--- src/rtl/serializer_param.sv ---
// Parallel-to-serial converter: a one-word holding register feeds a WIDTH-bit shift register.
// Idle words fill the gaps, so every word on the link starts at a fixed boundary.
module serializer_param #(
  parameter int               WIDTH     = 8,
  parameter bit               MSB_FIRST = 1'b1,
  parameter logic [WIDTH-1:0] IDLE_WORD = WIDTH'(8'hBC)
) (
  input  logic             dclk,
  input  logic             default_values,
  input  logic             enable,
  input  logic [WIDTH-1:0] data_in,
  input  logic             valid_in,
  output logic             ready_out,
  output logic             data_out,
  output logic             valid_out,
  output logic             sof_out
);

  localparam int CNT_W = $clog2(WIDTH);
  localparam logic [CNT_W-1:0] LAST = CNT_W'(WIDTH - 1);

  logic [WIDTH-1:0] hold_reg;
  logic [WIDTH-1:0] shreg;
  logic [WIDTH-1:0] load_word;
  logic             hold_full;
  logic             word_is_data;
  logic [CNT_W-1:0] cnt;
  logic             boundary;
  logic             accept;

  function automatic logic first_bit(input logic [WIDTH-1:0] w);
    return MSB_FIRST ? w[WIDTH-1] : w[0];
  endfunction

  function automatic logic [WIDTH-1:0] advance(input logic [WIDTH-1:0] w);
    return MSB_FIRST ? (w << 1) : (w >> 1);
  endfunction

  assign ready_out = !hold_full;
  assign valid_out = word_is_data;
  assign accept    = valid_in && !hold_full;
  assign boundary  = enable && (cnt == LAST);
  assign load_word = hold_full ? hold_reg : IDLE_WORD;

  always_ff @(posedge dclk or posedge default_values) begin
    if (default_values) begin
      hold_full    <= 1'b0;
      cnt          <= LAST;
      data_out     <= 1'b0;
      word_is_data <= 1'b0;
      sof_out      <= 1'b0;
    end else begin
      // A full holding register cannot accept, so the two branches never collide.
      if (boundary && hold_full)
        hold_full <= 1'b0;
      else if (accept)
        hold_full <= 1'b1;

      if (boundary) begin
        cnt          <= '0;
        sof_out      <= 1'b1;
        word_is_data <= hold_full;
        data_out     <= first_bit(load_word);
      end else if (enable) begin
        cnt      <= cnt + 1'b1;
        sof_out  <= 1'b0;
        data_out <= first_bit(shreg);
      end
    end
  end

  // Data registers carry no reset: hold_full and cnt decide when their contents matter.
  always_ff @(posedge dclk) begin
    if (accept)
      hold_reg <= data_in;
    if (boundary)
      shreg <= advance(load_word);
    else if (enable)
      shreg <= advance(shreg);
  end

endmodule

--- config.mk ---
export PLATFORM = sky130hd
export DESIGN_NAME = serializer_param
export DESIGN_NICKNAME = d
export VERILOG_FILES = /design/src/rtl/serializer_param.sv
export SDC_FILE = /design/constraint.sdc
export NUM_CORES = 1
export LEC_CHECK = 0
export ABC_AREA = 1
export CAP_MARGIN = 0
export CORE_MARGIN = 5
export CORE_UTILIZATION = 49
export DETAILED_ROUTE_END_ITERATION = 7
export GPL_TIMING_DRIVEN = 0
export HOLD_SLACK_MARGIN = 0.03
export PLACE_DENSITY = 0.75
export SYNTH_ARGS = -nofsm -noshare
export SYNTH_HDL_FRONTEND = slang
export SYNTH_SLANG_ARGS = --single-unit
--- constraint.sdc ---
create_clock -name dclk -period 2.1 [get_ports dclk]
set_clock_uncertainty 0.05 [all_clocks]
set_input_delay 0.42 -clock dclk [delete_from_list [all_inputs] [get_ports dclk]]
set_output_delay 0.42 -clock dclk [all_outputs]
set_load 0.01 [all_outputs]
==> results.cfg, run 1 <==
[placement]
place_congestion = 0.7268
dp_slack_ns = 0.2682
hpwl_um = 1026
port_buffers = 15
dp.cells = 115

[final_layout]
drive_above_1_share_pct = 10.64
largest_register_ffs = 8
area_growth_pct = 23.68
finalNonFillerCells = 119
nets = 109
antenna_cells = 0

[run]
drv_cap = 0

[global_routing]
grt_max_degree = 13
antenna_found_initial = 0
gr-total-overflow = 0
track_usage_pct = 12.73
grt_pass1_wl_um = 2546
grt_pass1_vias = 608

[yosys]
syn-instance-count = 75
synth_nets = 89
ys_types = 13
synth_area_sq_um = 877.1
avgSynthCellArea_sq_um = 11.69
synth-seq-cells = 22
ys_seq_area_share_pct = 71.75
yosysWarnings = 0

[timing]
period_needed_ns = 1.958
maxSlewViolCount = 0
setup_viol_count_final = 0
slew_headroom_pct = 73.92
finalWorstSetupSlack_ns = 0.1420
setup_tns_ns = 0
finalHoldViolations = 0
rsz0062_at_grt = no
tightest_slew_ns = 0.3912
period_share_pct = 93.24
max_freq_mhz = 510.7

[power]
total_power_uw = 1023
swShare_pct = 26.96
p_per_area_nw_per_um2 = 943.4
pwr-share-comb_pct = 22.6
seq_power_share_pct = 59.1
internal-power_uw = 747.5
irDropWorstVdd_mv = 0.6205
power.share.clock_pct = 18.3
p_leak_uw = 0.0004742
switchingPower_uw = 275.9

[outcome]
outcome = finished, final reports clean

[floorplan]
initial_core_util_pct = 51.36
dieArea_sq_um = 2736
dieHeight_um = 52.31
core_sq_um = 1708
die_w_um = 52.31
ioPinCount = 16
num_rows = 15

[routing]
wl_per_cell_um = 11.44
drt_iter0_markers = 16
drc = 0
wirelength_um = 1361
first_pass_iters = 6
dr_total_vias = 562
ant_nets = 0
via_per_inst = 4.723

[clock_tree]
clockBufferDepth = 2
holdBufCountCts = 0
clk_latency_ns = 0.30
cts_sinks = 22
postCtsSetupRepairBufs = 0
clk_root_buffer_cell = clkbuf_4
h-tree-depth = 1
cts_buffers = 3
tritoncts = built
ctsResizeCount = 0
clkSlewWorstSetupHoldPaths_ns = 0.11

[critical_path]
cp.required_ns = 1.63
critPathArrivalTime_ns = 1.49
cp-end-kind = primary output
worstSetupPathType = register to primary output
crit_fanout = 7
critPathLaunchType = register
ff2ff_setup_slack_ns = 0.49

[hold_path]
hp-class = primary input to asynchronous set/reset pin
[layer usage]
metal  routed length, um  vias to the layer above  GRT usage, %
met2                 651                       14         21.28
met3                  65                        4         2.849
met4                  23                        0         6.383
met1                 620                      263         15.24
met5                   0                        -             0
li1                    -                      281             -
[power groups by stage]
stage	Sequential, uW	Clock, uW	Combinational (uW)
final	605	187	231
after global routing	618	212	264
after CTS	605	193	236
after detailed placement	614	0	235
after global placement	610	0	227
after floorplan	615	0	129
[logic make-up (layout without fill, tap and decap cells)]
family                   Yosys count  count (layout)  synth area share (%)
flip-flops                        22              22                 71.76
AO/OA/AOI/OAI                      8               8                 5.421
adder cells (fa/ha/maj)            2               2                 2.853
AND/OR/NAND/NOR                   33              33                 14.84
buffers and inverters             10              29                 5.135
[critical path, stage by stage (launching register included)]
cell and delay, ns:
dfrtp_1 0.44, inv_1 0.18, clkdlybuf4s50_1 0.57
[cells in the mapped netlist]
| library cell | count | area, sq um |
|---|---|---|
| nand2_2 | 1 | 6.260 |
| ha_1 | 2 | 25.02 |
| clkbuf_1 | 1 | 3.750 |
| dfrtp_1 | 4 | 100.1 |
| nand2_1 | 24 | 90.09 |
| buf_6 | 1 | 11.26 |
| o21ai_0 | 6 | 30.03 |
| inv_1 | 8 | 30.03 |
| nand3_1 | 3 | 15.01 |
| nor2_1 | 5 | 18.77 |
| o21ai_2 | 2 | 17.52 |
| dfstp_2 | 3 | 78.83 |
| edfxtp_1 | 15 | 450.4 |
[cell type report]
type / count / area [sq um]
Timing Repair Buffer: 15 / 150.1
Sequential cell: 22 / 629.4
Buffer: 2 / 15.01
Clock inverter: 1 / 3.754
Clock buffer: 3 / 22.52
Inverter: 8 / 30.03
Multi-Input combinational cell: 43 / 202.7
Fill cell: 134 / 623.1
Tap cell: 25 / 31.28
[worst paths after layout]
path / start / to / depth (start not counted)
hold reg to reg: cnt[1]$_DFFE_PP1P_ / cnt[1]$_DFFE_PP1P_ / 2
setup reg to reg: cnt[0]$_DFFE_PP1P_ / shreg[5]$_DFFE_PP_ / 6
setup / recovery: hold_full$_DFFE_PP0P_ / ready_out / 2
hold / removal: default_values / hold_full$_DFFE_PP0P_ / 2
min in group dclk: cnt[1]$_DFFE_PP1P_ / cnt[1]$_DFFE_PP1P_ / 2
max in group asynchronous: default_values / cnt[2]$_DFFE_PP1P_ / 2
[per-stage QoR]
step	hold WS, ns	util, %	instance area, sq um
2_1_floorplan	0.1712	-	877.1
3_3_place_gp	0.4035	61.98	1059
3_5_place_dp	0.4091	61.98	1059
4_1_cts	0.2831	63.52	1085
5_1_grt	0.2889	63.52	1085
6_report	0.2830	63.52	1085
[cell usage in the layout (no fill, tap or decap)]
cell type	n
buf_6	1
clkbuf_1	1
clkbuf_4	3
clkdlybuf4s50_1	15
clkinv_1	1
dfrtp_1	4
dfstp_2	3
edfxtp_1	15
ha_1	2
inv_1	8
nand2_1	24
nand2_2	1
nand3_1	3
nor2_1	5
o21ai_0	6
o21ai_2	2
No activity file was read; power rests on OpenSTA's default activity.
==> run 2: changes to the inputs <==
GPL_TIMING_DRIVEN = default   (was 0)
RECOVER_POWER = 50   (was default)
==> results.cfg, run 2 (synthesis results as in run 1) <==
[clock_tree]
clk_latency_ns = 0.30
h-tree-depth = 1
postCtsSetupRepairBufs = 0
ctsResizeCount = 0
tritoncts = built
clockBufferDepth = 2
cts_buffers = 3
clkSlewWorstSetupHoldPaths_ns = 0.10
clk_root_buffer_cell = clkbuf_4
holdBufCountCts = 0
cts_sinks = 22

[global_routing]
antenna_found_initial = 0
track_usage_pct = 12.10
grt_max_degree = 16
grt_pass1_wl_um = 2352
gr-total-overflow = 0
grt_pass1_vias = 551

[final_layout]
area_growth_pct = 22.40
largest_register_ffs = 8
layout_commonest_cell = nand2_1
layout_common_cells = nand2_1, edfxtp_1, dlygate4sd3_1
nets = 108
final_core_utilization_pct = 62.86
fill_cells = 138
drive_above_1_share_pct = 9.677
antenna_cells = 0

[critical_path]
ff2ff_setup_slack_ns = 0.53
critPathLaunch = hold_full$_DFFE_PP0P_
critPathArrivalTime_ns = 1.47
worst-path-buf-inv = 2
crit_chain = inv_1 > clkdlybuf4s50_1
critPathSlowestCell = clkdlybuf4s50_1
r2r-start = cnt[0]$_DFFE_PP1P_
crit_family = buffers and inverters
critPathLaunchType = register
worstSetupPathType = register to primary output
crit_fanout = 7
r2r_cells = 6
cp-end-kind = primary output
rr_endpoint = shreg[1]$_SDFFCE_PN0P_
cp_num_cells = 2
cp-endpoint = ready_out
cp.required_ns = 1.63
max_stage_delay_ns = 0.57

[run]
drv_cap = 0

[placement]
port_buffers = 15
hpwl_um = 1049
dp_slack_ns = 0.4503
place_congestion = 0.7133

[routing]
wl_per_cell_um = 11.67
drc = 0
first_pass_iters = 5
ant_nets = 0
via_per_inst = 4.559
wirelength_um = 1377
dr_total_vias = 538
drt_iter0_markers = 4

[power]
irDropWorstVdd_mv = 0.5730
p_per_area_nw_per_um2 = 956.2
p_leak_uw = 0.0004705

[timing]
rsz0062_at_grt = no
finalHoldViolations = 0
setup_viol_count_final = 0
maxSlewViolCount = 0
tightest_slew_ns = 0.5718
setup_tns_ns = 0
max_freq_mhz = 516.4
period_needed_ns = 1.936
slew_headroom_pct = 61.88
finalWorstSetupSlack_ns = 0.1636
whs_ns = 0.4209
period_share_pct = 92.21

[floorplan]
core_sq_um = 1708
dieHeight_um = 52.31
die_w_um = 52.31
num_rows = 15
initial_core_util_pct = 51.36
ioPinCount = 16
dieArea_sq_um = 2736

[outcome]
outcome = finished, final reports clean

[hold_path]
min_path_cells = 2
hp-class = register to register
[run 2: changes by cell type in the layout (fill, tap and decap cells not counted), sizes merged]
cell / delta
clkinv: -1
clkdlybuf4s50: -10
dlygate4sd3: +10
clkbuf: +1
buf: -1
[run 2: area by class of cell]
cell class              instances  area [sq um]  area share (%)
clock buffers                   4         26.28           2.448
inverters                       8         30.03           2.797
multi-input cells              43         202.7           18.88
flip-flops and latches         22         629.4           58.62
well taps                      25         31.28           2.914
repair buffers                 16         153.9           14.34
[run 2: power by group]
part           internal [uW]  switching (uW)  total (uW)
sequential               567            39.1         606
clock                   74.0             116         190
combinational            105             126         231
[run 2: per-stage QoR]
step,power (uW),std cells,area [sq um]
after CTS,1044,118,1077
after detailed placement,851.3,114,1051
final,1027,118,1074
after global placement,838.9,114,1051
after floorplan,743.4,75,877.1
after global routing,1092,118,1074
[run 2: metal layers]
layer,routed length (um),global-route usage [%],share of wire (%),vias to the layer above
met5,0,0,0,-
met4,14,5.106,1.0,0
met3,83,4.274,6.0,2
met2,676,19.21,49,12
met1,603,14.79,44,243
li1,-,-,-,281
[run 2: worst reg2reg max path: cells and delay by family, from the launching register on]
family / cells / cell delay, ns
adders and majority gates: 2 / 0.33
DFF: 1 / 0.56
buffers and inverters: 1 / 0.15
and+or+nand+nor: 3 / 0.36
[run 2: worst min path at each step]
stage,start,end,slack [ns]
final,cnt[1]$_DFFE_PP1P_,cnt[1]$_DFFE_PP1P_,0.42
after global routing,default_values,valid_out$_DFFE_PP0P_,0.44
after CTS,default_values,valid_out$_DFFE_PP0P_,0.29
after detailed placement,cnt[1]$_DFFE_PP1P_,cnt[1]$_DFFE_PP1P_,0.41
after global placement,cnt[2]$_DFFE_PP1P_,cnt[2]$_DFFE_PP1P_,0.41
after floorplan,default_values,data_out$_DFFE_PP0P_,0.17
==> run 3: changes to the inputs <==
clock period = 2 ns   (was 2.1 ns; I/O delays follow)
==> results.cfg, run 3 (synthesis results as in run 1) <==
[critical_path]
rr_endpoint = shreg[1]$_SDFFCE_PN0P_
cp_num_cells = 2
critPathLaunch = hold_full$_DFFE_PP0P_
ff2ff_setup_slack_ns = 0.44
cp-end-kind = primary output
max_stage_delay_ns = 0.55
crit_chain = inv_2 > clkdlybuf4s50_1
cp.required_ns = 1.55
r2r_cells = 6
critPathArrivalTime_ns = 1.40
crit_family = buffers and inverters
critPathSlowestCell = clkdlybuf4s50_1
crit_fanout = 7
cp-endpoint = ready_out
worst-path-buf-inv = 2
worstSetupPathType = register to primary output
critPathLaunchType = register
r2r-start = cnt[0]$_DFFE_PP1P_

[placement]
port_buffers = 15
dp.cells = 114
place_congestion = 0.7133
hpwl_um = 1075
dp_slack_ns = 0.3891

[routing]
via_per_inst = 4.763
wirelength_um = 1432
dr_total_vias = 562
ant_nets = 0
first_pass_iters = 4
wl_per_cell_um = 12.14
drc = 0
drt_iter0_markers = 15

[timing]
rsz0062_at_grt = no
finalWorstSetupSlack_ns = 0.1457
finalHoldViolations = 0
period_share_pct = 92.71
setup_viol_count_final = 0
max_freq_mhz = 539.3
period_needed_ns = 1.854
slew_headroom_pct = 60.92
maxSlewViolCount = 0
tightest_slew_ns = 0.5862
setup_tns_ns = 0

[final_layout]
finalNonFillerCells = 118
final_core_utilization_pct = 62.86
layout_commonest_cell = nand2_1
largest_register_ffs = 8
antenna_cells = 0
seqCellArea_sq_um = 629.4
area_growth_pct = 22.40
drive_above_1_share_pct = 10.75
nets = 108
layout_common_cells = nand2_1, edfxtp_1, dlygate4sd3_1
multi_input_area_sq_um = 202.7
fill_cells = 132

[floorplan]
core_sq_um = 1708
die_w_um = 52.31
initial_core_util_pct = 51.36
dieArea_sq_um = 2736
ioPinCount = 16
num_rows = 15
dieHeight_um = 52.31

[clock_tree]
h-tree-depth = 1
clk_root_buffer_cell = clkbuf_4
cts_sinks = 22
clk_latency_ns = 0.30
holdBufCountCts = 0
postCtsSetupRepairBufs = 0
clkSlewWorstSetupHoldPaths_ns = 0.10
ctsResizeCount = 0
tritoncts = built
clockBufferDepth = 2
cts_buffers = 3

[global_routing]
grt_use_met1_pct = 15.53
grt_pass1_wl_um = 2477
grtUsageMet2_pct = 19.63
busiest_layer = met2
track_usage_pct = 12.89
grt_pass1_vias = 559
antenna_found_initial = 0
gr-total-overflow = 0
grt_max_degree = 16
use_met3_pct = 4.558

[power]
total_power_uw = 1082
p_per_area_nw_per_um2 = 1008
irDropWorstVdd_mv = 0.5918
p_leak_uw = 0.0004685

[run]
drv_cap = 0

[hold_path]
hp-class = primary input to asynchronous set/reset pin

[outcome]
outcome = finished, final reports clean
-- run 3: cell types whose count changed in the layout (fill, tap and decap cells not counted) --
cell and delta:
inv_1 -1, inv_2 +1
-- run 3: report_power, final --
part           total (uW)  switching (uW)  internal [uW]
combinational         242             132            111
clock                 201             123           77.7
sequential            639            43.3            596
total                1080             298            784
-- run 3: metal layers --
layer | up-vias | wire, um
li1 | 280 | -
met1 | 260 | 594
met2 | 17 | 712
met3 | 5 | 86
met4 | 0 | 38
met5 | - | 0
-- run 3: worst min path at each step --
stage | startpoint | depth (start not counted) | end
4_1_cts | default_values | 2 | hold_full$_DFFE_PP0P_
2_1_floorplan | default_values | 1 | data_out$_DFFE_PP0P_
3_3_place_gp | cnt[2]$_DFFE_PP1P_ | 2 | cnt[2]$_DFFE_PP1P_
6_report | default_values | 2 | hold_full$_DFFE_PP0P_
5_1_grt | default_values | 2 | hold_full$_DFFE_PP0P_
3_5_place_dp | cnt[1]$_DFFE_PP1P_ | 2 | cnt[1]$_DFFE_PP1P_
-- run 3: metrics by stage --
step                      area (sq um)  hold slack [ns]
after floorplan                  877.1           0.1512
after global placement            1051           0.4064
after detailed placement          1051           0.4098
after CTS                         1077           0.2770
after global routing              1074           0.4228
final                             1074           0.4105
-- run 3: cell type report --
| class | instances | area share (%) |
|---|---|---|
| repair buffers | 16 | 14.34 |
| clock buffers | 4 | 2.448 |
| inverters | 8 | 2.797 |
| flip-flops and latches | 22 | 58.62 |
| multi-input cells | 43 | 18.88 |
| well taps | 25 | 2.914 |
